<file path="src/rtl/instr_encoder_if.sv">
// ---------------------------------------------------------------------------
// instr_encoder_if
//   Handshake bundle between a field producer/word consumer and the RV32I
//   instruction encoder.
//
//   Input side : in_valid/in_ready plus decoded fields
//                (opcode, rd, rs1, rs2, funct3, funct7, imm).
//   Output side: out_valid/out_ready plus the encoded instruction, its word
//                address and the NOP-substitute error flag.
//
//   Modports:
//     master - the environment (drives fields, consumes words)
//     slave  - the encoder
// ---------------------------------------------------------------------------
interface instr_encoder_if #(
    parameter int ADDR_W = 8
);
    logic              in_valid;
    logic              in_ready;
    logic [6:0]        opcode;
    logic [4:0]        rd;
    logic [4:0]        rs1;
    logic [4:0]        rs2;
    logic [2:0]        funct3;
    logic [6:0]        funct7;
    logic [31:0]       imm;
    logic              out_valid;
    logic              out_ready;
    logic [31:0]       instruction;
    logic [ADDR_W-1:0] addr;
    logic              err;

    modport master (
        output in_valid, opcode, rd, rs1, rs2, funct3, funct7, imm, out_ready,
        input  in_ready, out_valid, instruction, addr, err
    );

    modport slave (
        input  in_valid, opcode, rd, rs1, rs2, funct3, funct7, imm, out_ready,
        output in_ready, out_valid, instruction, addr, err
    );
endinterface

</file>
<file path="src/rtl/instr_encoder.sv">
// ---------------------------------------------------------------------------
// instr_encoder
//   Packs decoded fields into a 32-bit RV32I instruction word (R, I, LOAD,
//   STORE, BRANCH, JAL). Unsupported opcodes produce a NOP (addi x0,x0,0)
//   with err set. Each emitted word carries a running word address.
//
//   Optional feature macro: IMM_RANGE_CHECK_EN
//     defined   - immediates that do not fit their format (or are odd for
//                 BRANCH/JAL) are replaced by a NOP with err set
//     undefined - excess immediate bits are silently dropped
//
//   Ports:
//     clk   - system clock, rising edge
//     rst_n - asynchronous active-low reset
//     clear - synchronous address counter reset to BASE_ADDR
//     bus   - instr_encoder_if.slave (input fields, output word handshake)
//
//   Flow: IDLE (accept bundle) -> ENC (register word) -> OUT (hold until
//   consumed). Peak throughput one word per three cycles.
// ---------------------------------------------------------------------------
module instr_encoder #(
    parameter int                ADDR_W    = 8,
    parameter logic [ADDR_W-1:0] BASE_ADDR = '0
) (
    input  logic clk,
    input  logic rst_n,
    input  logic clear,
    instr_encoder_if.slave bus
);
    localparam logic [31:0] NOP_WORD = 32'h0000_0013;

    typedef enum logic [1:0] {
        S_IDLE = 2'd0,
        S_ENC  = 2'd1,
        S_OUT  = 2'd2
    } state_t;

    state_t            state_q, state_d;
    logic [31:0]       instr_q, instr_d;
    logic              err_q, err_d;
    logic [ADDR_W-1:0] addr_q, addr_d;
    logic              latch_en;

    // Latched field bundle (pure data, no reset needed)
    logic [6:0]  op_q;
    logic [4:0]  rd_q, rs1_q, rs2_q;
    logic [2:0]  f3_q;
    logic [6:0]  f7_q;
    logic [31:0] imm_q;

    logic [31:0] enc_word;
    logic        enc_err;

    // True when v is representable as an n-bit two's-complement value
    function automatic logic sign_fits(input logic [31:0] v, input int n);
        logic signed [31:0] hi;
        hi = $signed(v) >>> (n - 1);
        return (hi == 32'sd0) || (hi == -32'sd1);
    endfunction

    always_comb begin
        enc_err  = 1'b0;
        enc_word = NOP_WORD;
        case (op_q)
            7'b0110011: enc_word = {f7_q, rs2_q, rs1_q, f3_q, rd_q, op_q};
            7'b0010011,
            7'b0000011: enc_word = {imm_q[11:0], rs1_q, f3_q, rd_q, op_q};
            7'b0100011: enc_word = {imm_q[11:5], rs2_q, rs1_q, f3_q,
                                    imm_q[4:0], op_q};
            7'b1100011: enc_word = {imm_q[12], imm_q[10:5], rs2_q, rs1_q, f3_q,
                                    imm_q[4:1], imm_q[11], op_q};
            7'b1101111: enc_word = {imm_q[20], imm_q[10:1], imm_q[11],
                                    imm_q[19:12], rd_q, op_q};
            default: begin
                enc_word = NOP_WORD;
                enc_err  = 1'b1;
            end
        endcase
`ifdef IMM_RANGE_CHECK_EN
        // Out-of-range immediates fall back to the NOP substitute
        case (op_q)
            7'b0010011, 7'b0000011, 7'b0100011:
                if (!sign_fits(imm_q, 12)) begin
                    enc_word = NOP_WORD;
                    enc_err  = 1'b1;
                end
            7'b1100011:
                if (!sign_fits(imm_q, 13) || imm_q[0]) begin
                    enc_word = NOP_WORD;
                    enc_err  = 1'b1;
                end
            7'b1101111:
                if (!sign_fits(imm_q, 21) || imm_q[0]) begin
                    enc_word = NOP_WORD;
                    enc_err  = 1'b1;
                end
            default: ;
        endcase
`endif
    end

`ifndef IMM_RANGE_CHECK_EN
    // Upper immediate bits only matter to the range check
    logic unused_imm_hi;
    assign unused_imm_hi = ^imm_q[31:21];
`endif

    always_comb begin
        state_d  = state_q;
        instr_d  = instr_q;
        err_d    = err_q;
        addr_d   = addr_q;
        latch_en = 1'b0;
        case (state_q)
            S_IDLE: begin
                if (bus.in_valid) begin
                    latch_en = 1'b1;
                    state_d  = S_ENC;
                end
            end
            S_ENC: begin
                instr_d = enc_word;
                err_d   = enc_err;
                state_d = S_OUT;
            end
            S_OUT: begin
                if (bus.out_ready) begin
                    addr_d  = addr_q + ADDR_W'(1);
                    state_d = S_IDLE;
                end
            end
            default: state_d = S_IDLE;
        endcase
        // clear overrides a coincident output handshake
        if (clear) begin
            addr_d = BASE_ADDR;
        end
    end

    always_ff @(posedge clk or negedge rst_n) begin
        if (!rst_n) begin
            state_q <= S_IDLE;
            instr_q <= '0;
            err_q   <= 1'b0;
            addr_q  <= BASE_ADDR;
        end else begin
            state_q <= state_d;
            instr_q <= instr_d;
            err_q   <= err_d;
            addr_q  <= addr_d;
        end
    end

    always_ff @(posedge clk) begin
        if (latch_en) begin
            op_q  <= bus.opcode;
            rd_q  <= bus.rd;
            rs1_q <= bus.rs1;
            rs2_q <= bus.rs2;
            f3_q  <= bus.funct3;
            f7_q  <= bus.funct7;
            imm_q <= bus.imm;
        end
    end

    assign bus.in_ready    = (state_q == S_IDLE);
    assign bus.out_valid   = (state_q == S_OUT);
    assign bus.instruction = instr_q;
    assign bus.err         = err_q;
    assign bus.addr        = addr_q;
endmodule

</file>
<file path="src/flat_wrapper.sv">
// flat-port wrapper written by rule: the top's interface ports become plain ports
module instr_encoder_flat 
#(
    parameter int                ADDR_W    = 8,
    parameter logic [ADDR_W-1:0] BASE_ADDR = '0
)
  (clk, rst_n, clear, bus_in_valid, bus_opcode, bus_rd, bus_rs1, bus_rs2, bus_funct3, bus_funct7, bus_imm, bus_out_ready, bus_in_ready, bus_out_valid, bus_instruction, bus_addr, bus_err);
  instr_encoder_if #(.ADDR_W(ADDR_W)) bus_i ();
  input  logic clk;
  input  logic rst_n;
  input  logic clear;
  input wire logic [$bits(bus_i.in_valid)-1:0] bus_in_valid;
  input wire logic [$bits(bus_i.opcode)-1:0] bus_opcode;
  input wire logic [$bits(bus_i.rd)-1:0] bus_rd;
  input wire logic [$bits(bus_i.rs1)-1:0] bus_rs1;
  input wire logic [$bits(bus_i.rs2)-1:0] bus_rs2;
  input wire logic [$bits(bus_i.funct3)-1:0] bus_funct3;
  input wire logic [$bits(bus_i.funct7)-1:0] bus_funct7;
  input wire logic [$bits(bus_i.imm)-1:0] bus_imm;
  input wire logic [$bits(bus_i.out_ready)-1:0] bus_out_ready;
  output wire logic [$bits(bus_i.in_ready)-1:0] bus_in_ready;
  output wire logic [$bits(bus_i.out_valid)-1:0] bus_out_valid;
  output wire logic [$bits(bus_i.instruction)-1:0] bus_instruction;
  output wire logic [$bits(bus_i.addr)-1:0] bus_addr;
  output wire logic [$bits(bus_i.err)-1:0] bus_err;
  assign bus_i.in_valid = bus_in_valid;
  assign bus_i.opcode = bus_opcode;
  assign bus_i.rd = bus_rd;
  assign bus_i.rs1 = bus_rs1;
  assign bus_i.rs2 = bus_rs2;
  assign bus_i.funct3 = bus_funct3;
  assign bus_i.funct7 = bus_funct7;
  assign bus_i.imm = bus_imm;
  assign bus_i.out_ready = bus_out_ready;
  assign bus_in_ready = bus_i.in_ready;
  assign bus_out_valid = bus_i.out_valid;
  assign bus_instruction = bus_i.instruction;
  assign bus_addr = bus_i.addr;
  assign bus_err = bus_i.err;
  instr_encoder #(.ADDR_W(ADDR_W), .BASE_ADDR(BASE_ADDR)) u_core (.clk(clk), .rst_n(rst_n), .clear(clear), .bus(bus_i));
endmodule
</file>
<file path="config.mk">
export PLATFORM = sky130hd
export DESIGN_NAME = instr_encoder_flat
export DESIGN_NICKNAME = d
export VERILOG_FILES = /design/src/rtl/instr_encoder_if.sv /design/src/rtl/instr_encoder.sv /design/src/flat_wrapper.sv
export SDC_FILE = /design/constraint.sdc
export NUM_CORES = 1
export LEC_CHECK = 0
export BUFFER_PORTS_ARGS = -buffer_cell sky130_fd_sc_hd__buf_2
export CORE_MARGIN = 2
export CORE_UTILIZATION = 55
export CTS_BUF_LIST = sky130_fd_sc_hd__clkbuf_8
export DETAILED_ROUTE_END_ITERATION = 16
export PLACE_DENSITY = 0.87
export RECOVER_POWER = 100
export SKIP_LAST_GASP = 1
export SLEW_MARGIN = 20
export SYNTH_ARGS = -nofsm -noshare
export SYNTH_HDL_FRONTEND = slang
export SYNTH_SLANG_ARGS = --single-unit
</file>
<file path="constraint.sdc">
create_clock -name clk -period 3.99 [get_ports clk]
set_clock_uncertainty 0.05 [all_clocks]
set_input_delay 0 -clock clk [delete_from_list [all_inputs] [get_ports clk]]
set_output_delay 0 -clock clk [all_outputs]
set_load 0.01 [all_outputs]
</file>
* Yosys cells after proc, flatten, opt, wreduce, memory -nomap -nowiden *
Cells that the tools add are included.

operators by class
  div/mod/pow operators = 0
  muxes and demuxes = 10
  equal/unequal tests = 10
  $add $sub $neg = 1
  bitwise logic cells = 0
  multipliers = 0
  reduce and logical (&&, ||, !) cells = 7
  shift operators = 0
  $lt $le $gt $ge = 0

operators by type and width
  kind                   count
  $pmux W32 S5           1
  $mux W8                3
  $eq A7 B6 Y1 const B   2
  $eq A7 B7 Y1 const B   2
  $add A8 B1 Y8 const B  1
  $eq A7 B2 Y1 const B   1
  $eq A7 B5 Y1 const B   1
  $pmux W2 S3            1
  $reduce_or A6 Y1       1
  $mux W2                2
  $ne A2 B2 Y1 const B   2
  $reduce_and A2 Y1      2
  $reduce_bool A2 Y1     2
  $mux W1                3
  $eq A2 B1 Y1 const B   1
  $eq A2 B2 Y1 const B   1
  $logic_not A2 Y1       1
  $reduce_or A2 Y1       1

storage, ports and cells
  memories = 0
  memory bits (read-only) = 0
  output and inout bits = 43
  input bits = 69
  bits in registers = 96
  bits in latches = 0
  bits in writable memories = 0
  logic and storage cells = 39

* Longest topological paths before layout *
  word-level depth = 4
  gate-level depth with buffers = 5
  mapped depth without buffers = 4

* Worst setup path after synthesis *
Ideal clock, no wire load.

  path kind = register to register
  from = register u_core.state_q[1]
  to = register u_core.f3_q[0] (enable)
  cell stages (with the launch flop) = 3
  setup time = 0.416 ns
  setup slack = 1.568 ns
  clock period less this slack = 2.422 ns
  arrival = 1.956 ns
  cell sequence = dfrtp_1 nor2_1 and2_1

between the ends
  longest elaborated chain between the ends = 2

ends and longest elaborated chain
  item                    line                  text
  from (decl)             instr_encoder.sv:38   state_t state_q, state_d;
  from (signal assigned)  instr_encoder.sv:147  state_q <= state_d;
  $logic_not A2 Y1        -
  net bus_in_ready        flat_wrapper.sv:21    output wire logic [$bits(bus_i.in_ready)-1:0] bus_in_ready;
  $mux W1                 instr_encoder.sv:114  case (state_q)
  net u_core.latch_en     instr_encoder.sv:42   logic latch_en;
  to (signal assigned)    instr_encoder.sv:160  f3_q <= bus.funct3;
  to (decl)               instr_encoder.sv:47   logic [2:0] f3_q;

The timed path passes the listed nets, and every way through them passes these cells.
A chain may end at the register's enable or synchronous reset.

* Worst setup path in the final report *
  from = register u_core.state_q[1]
  to = register u_core.instr_q[28], in the netlist u_core.bus.instruction[28]

between the ends
  longest elaborated chain between the ends = 1

ends and longest elaborated chain
  item                  line                  text
  $eq A2 B1 Y1          instr_encoder.sv:114
  to (signal assigned)  instr_encoder.sv:148  instr_q <= instr_d;
  to (decl)             instr_encoder.sv:39   logic [31:0] instr_q, instr_d;

No other way between the ends.

==> flow_metrics.env <==
export IMPL_tns_ps=0
export IMPL_p_sw_share_pct=30.2
export IMPL_netlist_area_sq_um=3670
export IMPL_htreeDepth=3
export IMPL_fin_crit_ps=2780
export IMPL_fmax_mhz=360
export IMPL_track_usage_pct=25.8
export IMPL_synth_top_area_share_pct=43.3
export IMPL_power_leakage_nw=2.05
export IMPL_cts_tree="yes"
export IMPL_clkPwrFrac_pct=26.1
export IMPL_ys_types=44
export IMPL_outcome="finished with violations"
export IMPL_worst_slack_ps=1210
export IMPL_num_io_pins=112
export IMPL_finalCritPeriodShare_pct=69.6
export IMPL_rsz0062_at_grt="no"
export IMPL_grt_pass1_wl_um=13900
export IMPL_max_slew_margin_pct=-55.7
export IMPL_fin_hold_ws_ps=293
export IMPL_die_h_um=85.7
export IMPL_start_util_pct=57.5
export IMPL_synthArstFlopShare_pct=44.8
export IMPL_ant_nets=0
export IMPL_ctsResizeCount=0
export IMPL_synth_common_cells="edfxtp_1, dfrtp_1, nor2_1"
export IMPL_worst_slew_pin_slew_ps=2340
export IMPL_synthTopCellsByArea="edfxtp_1, dfrtp_1, nor2_1, a221o_1, a221oi_1"
export IMPL_endpoint_kind="register"
export IMPL_place_ws_ps=1830
export IMPL_std_cell_rows=29
export IMPL_arrival_ps=3010
export IMPL_place_congestion=0.806
export IMPL_fp_coreArea_sq_um=6390
export IMPL_synthCells=251
export IMPL_violations="max-capacitance violations, max-slew violations"
export IMPL_cts_clk_slew_worst_paths_ps=90
export IMPL_ys_seq_area_share_pct=72.6
export IMPL_syn_avg_cell_area_sq_um=14.6
export IMPL_internal_power_mw=1.84
export IMPL_synth_seq_cells=96
export IMPL_area_growth_pct=35.2
export IMPL_synth_nets=321
export IMPL_yosysTopAreaCell="edfxtp_1"
export IMPL_grt_overflow=0
export IMPL_ys_flop_type="edfxtp_1"
export IMPL_dp_hpwl_um=4700
export IMPL_worstPathRequired_ps=4220
export IMPL_ir_drop_mv=0.375
export IMPL_cp_start_kind="register"
export IMPL_p_total_mw=2.64
export IMPL_numCtsBuffers=9
export IMPL_pwr_share_comb_pct=21.1
export IMPL_hold_path_class="in -> reg"
export IMPL_io_buffers=100
export IMPL_nets=483
export IMPL_fin_util_pct=77.8
export IMPL_wire_per_inst_um=17.9
export IMPL_hold_viol=0
export IMPL_path_class="reg -> reg"
export IMPL_clock_sinks=96
export IMPL_vias_per_cell=5.53
export IMPL_slew_violations=87
export IMPL_drt_wl_total_um=8890
export IMPL_synth_most_common_cell="edfxtp_1"
export IMPL_synth_edf_count=53
export IMPL_grt_pass1_vias=2802
export IMPL_cts_buffer_depth=2
export IMPL_drv_cap=2
export IMPL_cp_max_fo=42
export IMPL_grt_max_degree=44
export IMPL_die_width_um=85.7
export IMPL_drtPass1Iterations=4
export IMPL_seqPwrFrac_pct=52.8
export IMPL_clk_latency_ps=360
export IMPL_layout_drive_gt1_share_pct=17.2
export IMPL_antenna_found_initial=1
export IMPL_finalSetupViolations=0
export IMPL_drtIter0Drc=119
export IMPL_root_buffer="clkbuf_8"
export IMPL_vias=2743
export IMPL_p_sw_mw=0.797
export IMPL_die_area_sq_um=7350
export IMPL_drt_drc_violations_left=0
export IMPL_power_density_nw_per_um2=532
export IMPL_yosys_warnings=0
[critical path, cell delays in order (launching register included)]
cell	delay [ps]
dfrtp_1	430
nand2b_1	910
nor3_1	1020
a221o_1	280
[area by class of cell]
cell class | instances | area, sq um
inverters | 2 | 7.51
clock buffers | 9 | 124
diodes | 1 | 2.50
well taps | 77 | 96.3
multi-input cells | 145 | 953
flip-flops and latches | 96 | 2670
repair buffers | 159 | 1020
fillers | 403 | 1420
clock inverters | 7 | 95.1
[layer usage]
metal	up-vias	part of all wire [%]	GRT usage [%]	wire [um]
met4	0	3.2	11.3	285
met5	-	0	0	0
met2	117	52	45.7	4630
li1	1266	-	-	-
met1	1337	39	30.0	3470
met3	23	5.6	5.97	501
[power by group through the flow]
stage | registers (mW) | logic (mW) | clock network [mW]
after global routing | 1.41 | 0.617 | 0.733
after CTS | 1.38 | 0.571 | 0.691
after detailed placement | 1.40 | 0.524 | 0
after floorplan | 1.42 | 0.295 | 0
after global placement | 1.39 | 0.513 | 0
final | 1.39 | 0.557 | 0.690
[path summary, 6_finish.rpt]
check                                         startpoint                                     end  slack (ps)  cells after the start
min                                          bus_imm[18]              u_core.imm_q[18]$_DFFE_PP_         290                      2
max                        u_core.state_q[1]$_DFFE_PN0P_  u_core.bus.instruction[28]$_DFFE_PN0N_        1210                      3
max in group asynchronous                          rst_n  u_core.bus.instruction[28]$_DFFE_PN0N_        1730                      2
max reg2reg                u_core.state_q[1]$_DFFE_PN0P_  u_core.bus.instruction[28]$_DFFE_PN0N_        1210                      3
min in group asynchronous                          rst_n          u_core.bus.addr[4]$_DFFE_PN0P_         830                      2
min reg2reg                     u_core.rd_q[4]$_DFFE_PP_  u_core.bus.instruction[11]$_DFFE_PN0N_         400                      1
[logic make-up (layout without fill, tap and decap cells)]
group / count (synthesis) / count (layout) / synth area share (%)
AO/OA/AOI/OAI: 53 / 53 / 11.7
XOR/XNOR: 7 / 7 / 1.67
adder cells (fa/ha/maj): 1 / 1 / 0.341
buffers and inverters: 10 / 177 / 1.19
flip-flops: 96 / 96 / 72.6
multiplexers: 2 / 2 / 0.545
other: 0 / 1 / 0
AND/OR/NAND/NOR: 82 / 82 / 11.9
[per-stage QoR]
stage | area (sq um) | std cells
global placement | 4250 | 422
CTS | 5040 | 495
finish | 4970 | 496
detailed placement | 4250 | 422
floorplan | 3670 | 251
global route | 4970 | 496
[registers in the layout (all words and copies together) (netlist names)]
signal,flops
u_core.rs1_q,5
u_core.f7_q,7
u_core.rs2_q,5
u_core.bus.instruction,32
u_core.imm_q,21
u_core.f3_q,3
u_core.rd_q,5
u_core.op_q,7
u_core.bus.addr,8
u_core.bus.err,1
u_core.state_q,2
[cell usage in the layout (no fill, tap or decap), types with 4 or more instances in the layout]
master         synthesis  routed
a21oi_1                4       4
a22o_1                 8       8
nand2_1               13      13
xor2_1                 4       4
clkbuf_1               2      51
a221o_1                7       7
o21ai_0                8       8
nor3_1                 4       5
nor2_1                29      29
clkbuf_8               0       9
and2_1                 8       7
a21o_1                 8       8
edfxtp_1              53      53
a221oi_1               8       8
nand2b_1               6       6
nand3b_1               3       4
dfrtp_1               43      43
dlygate4sd3_1          0      57
buf_2                  5      50
[timing repair]
action                                  CTS  global route
buffers inserted                          0             0
endpoints found under the hold margin   106             0
hold buffers                             57             0
endpoints found under the setup margin    0             0
Power figures use the tool's default switching activity.
